===== src/rtl/wb_stage_mc.sv =====
// Multi-cycle writeback stage: selects IMM / PC+PC_INC / load data / ALU result, waits on a
// variable-latency memory response with timeout, and flags misaligned loads.
module wb_stage_mc #(
  parameter int unsigned XLEN    = 32,
  parameter int unsigned TIMEOUT = 16,
  parameter int unsigned PC_INC  = 4
) (
  input  logic            clk,
  input  logic            rst,
  input  logic            in_valid,
  output logic            in_ready,
  input  logic [XLEN-1:0] pc,
  input  logic [XLEN-1:0] imm,
  input  logic [XLEN-1:0] alu,
  input  logic [4:0]      rd,
  input  logic            reg_we,
  input  logic [1:0]      wb_sel,
  input  logic [2:0]      load_sel,
  input  logic [1:0]      dmem_sel,
  input  logic            mem_rsp_valid,
  input  logic [XLEN-1:0] io_rdata,
  input  logic [XLEN-1:0] dmem_rdata,
  input  logic [XLEN-1:0] bios_rdata,
  output logic            wb_valid,
  output logic            wb_we,
  output logic [4:0]      wb_rd,
  output logic [XLEN-1:0] wb_data,
  output logic            wb_err
);

  localparam int unsigned OffW = (XLEN == 64) ? 3 : 2;

  typedef enum logic [0:0] {StIdle, StWait} state_e;

  state_e          state_q;
  logic [7:0]      cnt_q;
  logic [4:0]      rd_q;
  logic            reg_we_q;
  logic [2:0]      load_sel_q;
  logic [1:0]      dmem_sel_q;
  logic [OffW-1:0] off_q;

  logic            misaligned;
  logic [XLEN-1:0] direct_val;
  logic [XLEN-1:0] raw_rdata;
  logic [XLEN-1:0] shifted;
  logic [XLEN-1:0] load_val;

  assign in_ready = !rst && (state_q == StIdle);

  always_comb begin
    misaligned = 1'b0;
    case (load_sel)
      3'd1, 3'd5: misaligned = alu[0];
      3'd2, 3'd6: misaligned = |alu[1:0];
      3'd3:       misaligned = |alu[2:0];
      default:    misaligned = 1'b0;
    endcase

    direct_val = alu;
    case (wb_sel)
      2'd0:    direct_val = imm;
      2'd1:    direct_val = pc + XLEN'(PC_INC);
      default: direct_val = alu;
    endcase
  end

  // Load path works on captured controls; the rdata ports are only sampled on the response.
  always_comb begin
    raw_rdata = '0;
    case (dmem_sel_q)
      2'd0:    raw_rdata = io_rdata;
      2'd1:    raw_rdata = dmem_rdata;
      2'd2:    raw_rdata = bios_rdata;
      default: raw_rdata = '0;
    endcase

    shifted = raw_rdata >> {off_q, 3'b000};

    // On XLEN=32 the word and unsigned-word slices cover the whole datapath, so LW/LWU/LD
    // collapse to raw data without special-casing.
    load_val = shifted;
    case (load_sel_q)
      3'd0:    load_val = XLEN'(signed'(shifted[7:0]));
      3'd1:    load_val = XLEN'(signed'(shifted[15:0]));
      3'd2:    load_val = XLEN'(signed'(shifted[31:0]));
      3'd4:    load_val = XLEN'(shifted[7:0]);
      3'd5:    load_val = XLEN'(shifted[15:0]);
      3'd6:    load_val = XLEN'(shifted[31:0]);
      default: load_val = shifted;
    endcase
  end

  always_ff @(posedge clk or posedge rst) begin
    if (rst) begin
      state_q    <= StIdle;
      cnt_q      <= '0;
      rd_q       <= '0;
      reg_we_q   <= 1'b0;
      load_sel_q <= '0;
      dmem_sel_q <= '0;
      off_q      <= '0;
      wb_valid   <= 1'b0;
      wb_we      <= 1'b0;
      wb_err     <= 1'b0;
      wb_rd      <= '0;
      wb_data    <= '0;
    end else begin
      wb_valid <= 1'b0;
      wb_we    <= 1'b0;
      wb_err   <= 1'b0;
      if (state_q == StIdle) begin
        if (in_valid) begin
          rd_q       <= rd;
          reg_we_q   <= reg_we;
          load_sel_q <= load_sel;
          dmem_sel_q <= dmem_sel;
          off_q      <= alu[OffW-1:0];
          if (wb_sel != 2'd2) begin
            wb_valid <= 1'b1;
            wb_we    <= reg_we && (rd != 5'd0);
            wb_rd    <= rd;
            wb_data  <= direct_val;
          end else if (misaligned) begin
            wb_valid <= 1'b1;
            wb_err   <= 1'b1;
            wb_rd    <= rd;
            wb_data  <= '0;
          end else begin
            state_q <= StWait;
            cnt_q   <= '0;
          end
        end
      end else begin
        cnt_q <= cnt_q + 8'd1;
        // A response in the final WAIT cycle takes priority over the timeout.
        if (mem_rsp_valid) begin
          wb_valid <= 1'b1;
          wb_we    <= reg_we_q && (rd_q != 5'd0);
          wb_rd    <= rd_q;
          wb_data  <= load_val;
          state_q  <= StIdle;
        end else if (cnt_q == 8'(TIMEOUT - 1)) begin
          wb_valid <= 1'b1;
          wb_err   <= 1'b1;
          wb_rd    <= rd_q;
          wb_data  <= '0;
          state_q  <= StIdle;
        end
      end
    end
  end

endmodule


===== config.mk =====
export PLATFORM = sky130hd
export DESIGN_NAME = wb_stage_mc
export DESIGN_NICKNAME = d
export VERILOG_FILES = /design/src/rtl/wb_stage_mc.sv
export SDC_FILE = /design/constraint.sdc
export NUM_CORES = 1
export LEC_CHECK = 0
export BUFFER_PORTS_ARGS = -buffer_cell sky130_fd_sc_hd__buf_4
export CAP_MARGIN = 5
export CORE_MARGIN = 3
export CORE_UTILIZATION = 40
export CTS_BUF_LIST = sky130_fd_sc_hd__clkbuf_8
export DETAILED_ROUTE_END_ITERATION = 8
export PLACE_DENSITY = 0.7
export SLEW_MARGIN = 30
export SYNTH_ARGS = -nofsm -noshare
export SYNTH_HDL_FRONTEND = slang
export SYNTH_SLANG_ARGS = --single-unit

===== constraint.sdc =====
create_clock -name clk -period 4.4 [get_ports clk]
set_input_delay 0.66 -clock clk [delete_from_list [all_inputs] [get_ports clk]]
set_output_delay 0.66 -clock clk [all_outputs]
set_load 0.02 [all_outputs]

==> results of run 1 <==
-- power by group through the flow --
| stage | clock [uW] | sequential (uW) | combinational, uW |
|---|---|---|---|
| after global placement | 0 | 794 | 969 |
| after CTS | 499 | 788 | 986 |
| after detailed placement | 0 | 794 | 983 |
| final | 490 | 790 | 991 |
| after floorplan | 0 | 825 | 497 |
| after global routing | 528 | 804 | 1070 |
-- flip-flops by register name, indices dropped and copies added (netlist names) --
name	flops
wb_data	32
cnt_q	8
rd_q	5
wb_rd	5
load_sel_q	3
dmem_sel_q	2
off_q	2
reg_we_q	1
state_q	1
wb_err	1
wb_valid	1
wb_we	1
-- routing by layer --
metal	global-route usage	share of wire
met2	0.489	0.47
met1	0.394	0.42
met4	0.0843	0.021
met5	0	0
met3	0.0667	0.093
-- final timing paths --
path                                           start                   endpoint  slack [ps]  depth (start not counted)
max in group asynchronous                        rst  dmem_sel_q[1]$_DFFE_PP0P_        3240                          3
setup reg to reg           dmem_sel_q[1]$_DFFE_PP0P_     wb_data[5]$_DFFE_PP0P_        1330                          8
setup / recovery           dmem_sel_q[1]$_DFFE_PP0P_     wb_data[5]$_DFFE_PP0P_        1330                          8
min in group clk                reg_we_q$_DFFE_PP0P_       reg_we_q$_DFFE_PP0P_         490                          2
hold reg to reg                 reg_we_q$_DFFE_PP0P_       reg_we_q$_DFFE_PP0P_         490                          2
hold / removal                                   rst       cnt_q[2]$_DFFE_PP0P_         210                          2
-- through the flow --
stage	worst slack [ps]	utilization	hold WS [ps]	instances	power, uW
after floorplan	2020	-	443	661	1320
after global placement	1220	0.567	461	1044	1760
after detailed placement	1080	0.567	464	1044	1780
after CTS	1370	0.582	190	1060	2270
after global routing	1120	0.582	195	1060	2400
final	1330	0.582	205	1060	2270
-- final cells by class --
type                    count  area share
multi-input cells         537       0.468
clock buffers               9      0.0167
clock inverters             7     0.00892
flip-flops and latches     62       0.209
repair buffers            259       0.262
well taps                 172      0.0290
inverters                  14     0.00707
-- cell families (layout without fill, tap and decap cells) --
| group | count (synthesis) | in the layout | share of synthesized area |
|---|---|---|---|
| buffers and inverters | 62 | 289 | 0.0488 |
| muxes | 50 | 50 | 0.102 |
| adders and majority gates | 2 | 2 | 0.00473 |
| and+or+nand+nor | 242 | 242 | 0.219 |
| DFF | 62 | 62 | 0.294 |
| xor gates and xnor gates | 27 | 27 | 0.0447 |
| AOI/OAI and AO/OA | 216 | 216 | 0.288 |
-- synthesized netlist by cell type, types with 10 or more instances --
| cell | count | area (um^2) |
|---|---|---|
| nand3_1 | 22 | 110 |
| nand2_1 | 91 | 342 |
| xor2_1 | 19 | 166 |
| a21oi_1 | 32 | 160 |
| o21a_1 | 15 | 113 |
| inv_1 | 12 | 45.0 |
| nor2_1 | 50 | 188 |
| a211oi_1 | 10 | 75.1 |
| nor2b_1 | 10 | 62.6 |
| a22oi_1 | 16 | 120 |
| nor3_1 | 25 | 125 |
| dfrtp_1 | 62 | 1550 |
| o2bb2ai_1 | 10 | 87.6 |
| o21ai_0 | 53 | 265 |
| mux2i_1 | 40 | 400 |
| clkbuf_1 | 30 | 113 |
-- worst reg2reg max path: cells and delay by family (launching register included) --
family,cells,cell delay (ps)
AOI/OAI and AO/OA,4,1150
and+or+nand+nor,2,580
buffers and inverters,2,690
DFF,1,600
==> results_dict.tcl, run 1 <==
set metrics [dict create \
    period_minus_slack_ps 3070 \
    clkTransAtPathRegs_ps 70 \
    post-cts-setup-buffers 0 \
    leakagePower_uw 0.00343 \
    dp.final_hpwl_mm 18.0 \
    cts_buffers 9 \
    cp.required_ps 4680 \
    async_flop_share 1.00 \
    worstSkewPairLatency_ps 340 \
    grt_overflow 0 \
    most-common-layout-cells "259 x buf_4, 91 x nand2_1, 61 x dfrtp_1" \
    row_count 41 \
    multi_input_area_mm2 0.00348 \
    ant_nets 0 \
    core_area_mm2 0.0128 \
    wire_per_inst_um 21.1 \
    ys_warn_count 0 \
    crit_family "compound AO/OA/AOI/OAI gates" \
    status "completed" \
    cp_cell_sequence "buf_4 > nor2b_1 > buf_4 > nand2_1 > o21ai_0 > o21ai_0 > a211oi_1 > o22a_1" \
    cts_hold_buf 0 \
    synth_cell_types 65 \
    rsz0062_at_grt "false" \
    synth_area_mm2 0.00529 \
    p_int_uw 1380 \
    fmax_ghz 0.325 \
    slowest_delay_ps 600 \
    maxSlewViolCount 0 \
    drv_cap 0 \
    die_area_mm2 0.0146 \
    portBuffers 249 \
    drive_above_1_share 0.332 \
    fin_nets 1094 \
    clkSinkCount 62 \
    ios 250 \
    fin_tns_setup_ps 0 \
    hp-class "input pin to asynchronous set/reset pin" \
    antenna_found_initial 0 \
    grt_pass1_vias 6140 \
    area_growth_pct 40.6 \
    synth_nets 872 \
    tightest_slew_ps 913 \
    layout_worst_path_cycle_share 0.698 \
    place_congestion 0.946 \
    drt-initial-drc-count 603 \
    slew_headroom 0.391 \
    worst_setup_path_start_kind "flop" \
    path_buf_inv 2 \
    p_sw_uw 891 \
    cts_tree "built" \
    grt_pass1_wl_mm 33.9 \
    synth-edff-count 0 \
    cts-htree-levels 3 \
    grt_usage 0.298 \
    skew_ps 10.9 \
    cp_slowest_cell "dfrtp_2" \
    cp_max_fo 30 \
    die_y_um 121 \
    clock_power_share 0.216 \
    ir_drop_mv 0.165 \
    drc 0 \
    cts_max_path_buffers 2 \
    cts_resized 0 \
    seqPwrFrac 0.348 \
    die_w_um 121 \
    antenna_cells 0 \
    dr.pass1.iters 6 \
    start_util 0.414 \
    synth_seq_area_share 0.294 \
    power_density_mw_per_mm2 306 \
    synth.avg_cell_area_um2 8.00 \
    vias_per_cell 5.84 \
    placed_area_mm2 0.00724 \
    register_area_mm2 0.00155 \
    fin_area_mm2 0.00743 \
    final_common_cell "buf_4" \
    ys_seq_elements 62 \
    final-hold-violation-count 0 \
    cp-end-kind "flop" \
    crit_type "flop to flop" \
    grt_max_degree 57 \
    nFillCells 1212 \
    crit_arrival_ps 3350 \
    cts_root_buffer "clkbuf_8" \
    drt_wl_total_mm 22.3 \
    ys.flop_type "dfrtp_1" \
    syn_inst 661 \
    comb_power_share 0.436 \
    setup_violations 0 \
    p_sw_frac 0.392 \
    vias 6189 \
]
No activity file was read; power rests on OpenSTA's default activity.
==> inputs of run 2 (changes only) <==
- PLACE_DENSITY: 0.7 -> 0.73
- clock period: 4.4 -> 2.8 ns (I/O delays scaled with it)
==> results_dict.tcl, run 2 (synthesis gave the netlist of run 1 again) <==
set metrics [dict create \
    die_y_um 121 \
    slew_headroom 0.559 \
    dp.final_hpwl_mm 17.7 \
    dr.pass1.iters 7 \
    top_regs "wb_data: 32 flops, cnt_q: 8 flops" \
    drive_above_1_share 0.347 \
    cts_max_path_buffers 2 \
    final-hold-violation-count 0 \
    period_minus_slack_ps 2500 \
    die_area_mm2 0.0146 \
    wire_per_inst_um 20.1 \
    crit_arrival_ps 2780 \
    crit_type "flop to flop" \
    most-common-layout-cells "273 x buf_4, 91 x nand2_1, 61 x dfrtp_1" \
    r2r-end "wb_data[27]$_DFFE_PP0P_" \
    p_sw_uw 1400 \
    cts_root_buffer "clkbuf_8" \
    clkTransAtPathRegs_ps 80 \
    maxSlewViolCount 0 \
    post-cts-setup-buffers 0 \
    ant_nets 0 \
    cts_resized 0 \
    cts_hold_buf 0 \
    antenna_found_initial 0 \
    drt_wl_total_mm 21.6 \
    tightest_slew_ps 662 \
    row_count 41 \
    antenna_cells 0 \
    r2r_start "dmem_sel_q[1]$_DFFE_PP0P_" \
    area_growth_pct 43.8 \
    cp-end-kind "flop" \
    hp-class "input pin to asynchronous set/reset pin" \
    portBuffers 249 \
    cts-htree-levels 3 \
    final_common_cell "buf_4" \
    p_int_uw 2260 \
    p_sw_frac 0.382 \
    core_area_mm2 0.0128 \
    setup_violations 0 \
    vias_per_cell 5.82 \
    reg2regPathDepth 6 \
    worstSkewPairLatency_ps 340 \
    grt_usage 0.287 \
    grt_pass1_vias 6121 \
    rsz0062_at_grt "false" \
    fmax_ghz 0.400 \
    power_density_mw_per_mm2 481 \
    grt_pass1_wl_mm 32.7 \
    cp_max_fo 15 \
    comb_power_share 0.451 \
    grt_max_degree 37 \
    grt_overflow 0 \
    cts_tree "built" \
    worst_setup_path_start_kind "flop" \
    drv_cap 0 \
    ir_drop_mv 0.217 \
    fin_tns_setup_ps 0 \
    ios 250 \
    cts_buffers 9 \
    status "completed" \
    drc 0 \
    seqPwrFrac 0.324 \
    place_congestion 0.892 \
    skew_ps 10.7 \
    clock_power_share 0.225 \
    largest_register_ffs 32 \
    largest-register "wb_data" \
    setup_ws_ps 300 \
    die_w_um 121 \
    preCtsSetupSlack_ps 91.4 \
    cp.required_ps 3080 \
    fin_nets 1110 \
    reg2reg_slack_ps 300 \
    drt-initial-drc-count 528 \
    vias 6264 \
    start_util 0.414 \
    leakagePower_uw 0.00352 \
    clkSinkCount 62 \
    layout_worst_path_cycle_share 0.893 \
]
-- run 2: power by group through the flow --
stage / logic (uW) / clock network (uW) / registers, uW
CTS: 1640 / 828 / 1180
global placement: 1620 / 0 / 1190
global route: 1780 / 878 / 1200
detailed placement: 1640 / 0 / 1190
floorplan: 781 / 0 / 1300
finish: 1650 / 822 / 1180
-- run 2: metrics by stage --
step | total power [uW] | std cells | instance area, um^2 | hold WS (ps) | util
finish | 3650 | 1076 | 7600 | 165 | 0.595
global route | 3860 | 1076 | 7600 | 194 | 0.595
CTS | 3650 | 1076 | 7600 | 184 | 0.595
detailed placement | 2830 | 1060 | 7390 | 464 | 0.579
global placement | 2820 | 1060 | 7390 | 458 | 0.579
floorplan | 2080 | 661 | 5290 | 443 | -
-- run 2: area by class of cell --
class / count / area (um^2)
multi-input cells: 537 / 3480
well taps: 172 / 215
clock buffers: 11 / 151
flip-flops and latches: 62 / 1550
repair buffers: 275 / 2090
clock inverters: 5 / 57.6
inverters: 14 / 52.6
fillers: 1221 / 5170
-- run 2: critical path: stages (launching register included) --
cell and delay (ps):
dfrtp_2 530, nand2b_1 190, mux4_2 520, or4_4 540, a311oi_2 390, a211oi_1 80, a21oi_1 170
-- run 2: worst max-delay path by stage --
stage | startpoint | depth (start not counted) | slack, ps | endpoint
6_report | dmem_sel_q[1]$_DFFE_PP0P_ | 6 | 300 | wb_data[27]$_DFFE_PP0P_
5_1_grt | dmem_sel_q[1]$_DFFE_PP0P_ | 6 | 120 | wb_data[27]$_DFFE_PP0P_
4_1_cts | dmem_sel_q[1]$_DFFE_PP0P_ | 6 | 310 | wb_data[27]$_DFFE_PP0P_
3_5_place_dp | pc[4] | 7 | 90 | wb_data[29]$_DFFE_PP0P_
3_3_place_gp | pc[4] | 7 | 140 | wb_data[29]$_DFFE_PP0P_
2_1_floorplan | dmem_sel_q[1]$_DFFE_PP0P_ | 8 | 510 | wb_data[16]$_DFFE_PP0P_
-- run 2: metal layers --
layer | vias up | wire length (um) | global-route usage
met2 | 361 | 10100 | 0.473
met3 | 41 | 2480 | 0.0848
li1 | 2956 | - | -
met1 | 2906 | 8390 | 0.356
met4 | 0 | 635 | 0.0992
met5 | - | 0 | 0
==> inputs of run 3 (changes only) <==
- CORE_MARGIN: 3 -> not set
- TNS_END_PERCENT: not set -> 5
==> results_dict.tcl, run 3 (synthesis gave the netlist of run 1 again) <==
set metrics [dict create \
    nFillCells 1206 \
    clkSinkCount 62 \
    top_regs "wb_data: 32 flops, cnt_q: 8 flops" \
    portBuffers 249 \
    cts_max_path_buffers 2 \
    wire_per_inst_um 19.9 \
    cp.required_ps 3090 \
    cp_slowest_cell "dfrtp_2" \
    final-hold-violation-count 0 \
    layout_worst_path_cycle_share 0.916 \
    drt-initial-drc-count 593 \
    cts-htree-levels 3 \
    final_common_cell "buf_4" \
    cts_hold_buf 0 \
    slowest_delay_ps 570 \
    maxSlewViolCount 0 \
    final_cells 1076 \
    drive_above_1_share 0.346 \
    grt_max_degree 41 \
    grt_pass1_vias 5956 \
    worst_setup_path_start_kind "flop" \
    fin_nets 1110 \
    ant_nets 0 \
    fin_total_pwr_uw 3710 \
    tightest_slew_ps 690 \
    dp_cells 1060 \
    dr.pass1.iters 6 \
    largest-register "wb_data" \
    drt_wl_total_mm 21.4 \
    ios 250 \
    worstSkewPairLatency_ps 360 \
    most-common-layout-cells "274 x buf_4, 91 x nand2_1, 61 x dfrtp_1" \
    crit_arrival_ps 2850 \
    r2r_start "dmem_sel_q[1]$_DFFE_PP0P_" \
    vias_per_cell 5.79 \
    start_util 0.414 \
    row_count 41 \
    period_minus_slack_ps 2560 \
    skew_ps 9.15 \
    post-cts-setup-buffers 0 \
    crit_type "flop to flop" \
    antenna_found_initial 0 \
    wl_met2_mm 10.0 \
    die_y_um 117 \
    hp-class "input pin to asynchronous set/reset pin" \
    vias 6225 \
    cp_max_fo 18 \
    antenna_cells 0 \
    dp.final_hpwl_mm 17.2 \
    leakagePower_uw 0.00352 \
    drc 0 \
    wl_met1_mm 8.71 \
    fin_tns_setup_ps 0 \
    clkTransAtPathRegs_ps 70 \
    rsz0062_at_grt "false" \
    cts_resized 0 \
    r2r-end "wb_data[27]$_DFFE_PP0P_" \
    die_w_um 117 \
    grt_overflow 0 \
    ir_drop_mv 0.215 \
    largest_register_ffs 32 \
    core_area_mm2 0.0128 \
    grt_pass1_wl_mm 31.6 \
    cp-end-kind "flop" \
    drv_cap 0 \
    reg2regPathDepth 6 \
    status "completed" \
    cts_buffers 9 \
    grt_usage 0.310 \
    reg2reg_slack_ps 240 \
    top_layer_used "met4" \
    power_density_mw_per_mm2 488 \
    slew_headroom 0.540 \
    die_area_mm2 0.0137 \
    cp_cell_sequence "mux2i_1 > mux4_2 > or4_4 > a311oi_2 > a211oi_1 > a21oi_1" \
    setup_violations 0 \
    area_growth_pct 43.7 \
    met3_length_mm 2.26 \
    cts_root_buffer "clkbuf_8" \
    place_congestion 0.912 \
    fmax_ghz 0.390 \
    cts_tree "built" \
]
-- run 3: cell types whose count changed in the layout (fill, tap and decap cells not counted) --
cell	before	now
buf_4	273	274
inv_1	11	12
bufinv_16	1	2
clkbuf_8	11	9
clkinvlp_4	0	1
buf_12	2	1
clkinv_4	2	1
-- run 3: cell type report --
cell class | count | area (um^2) | area share
Multi-Input combinational cell | 537 | 3480 | 0.458
Timing Repair Buffer | 275 | 2080 | 0.274
Sequential cell | 62 | 1550 | 0.205
Tap cell | 172 | 215 | 0.0283
Clock buffer | 9 | 124 | 0.0163
Clock inverter | 7 | 90.1 | 0.0119
Inverter | 14 | 52.6 | 0.00692
-- run 3: worst max-delay path, delay by kind of cell, from the launching register on --
kind               cells  cell delay [ps]
AOI/OAI and AO/OA      3              690
and+or+nand+nor        1              540
muxes                  2              690
DFF                    1              570
-- run 3: power breakdown --
part	internal (uW)	switching (uW)
registers	1050	133
logic	741	901
clock network	496	381
total	2290	1420
-- run 3: metal layers --
layer,up-vias,global-route usage
met2,358,0.526
met3,34,0.0783
met4,0,0.0903
met5,-,0
li1,2963,-
met1,2870,0.389
-- run 3: worst max path at each step --
stage / from / to / slack (ps) / cells after the start
finish: dmem_sel_q[1]$_DFFE_PP0P_ / wb_data[27]$_DFFE_PP0P_ / 240 / 6
global route: dmem_sel_q[1]$_DFFE_PP0P_ / wb_data[27]$_DFFE_PP0P_ / 120 / 6
CTS: dmem_sel_q[1]$_DFFE_PP0P_ / wb_data[27]$_DFFE_PP0P_ / 280 / 6
detailed placement: pc[7] / wb_data[17]$_DFFE_PP0P_ / 250 / 7
global placement: pc[7] / wb_data[17]$_DFFE_PP0P_ / 250 / 7
floorplan: dmem_sel_q[1]$_DFFE_PP0P_ / wb_data[16]$_DFFE_PP0P_ / 510 / 8
-- run 3: per-stage QoR --
step,hold slack [ps],utilization,setup WS [ps],cell area (um^2)
5_1_grt,139,0.594,122,7590
3_5_place_dp,468,0.578,249,7380
3_3_place_gp,457,0.578,248,7380
6_report,110,0.594,237,7590
2_1_floorplan,443,-,514,5290
4_1_cts,113,0.594,280,7590
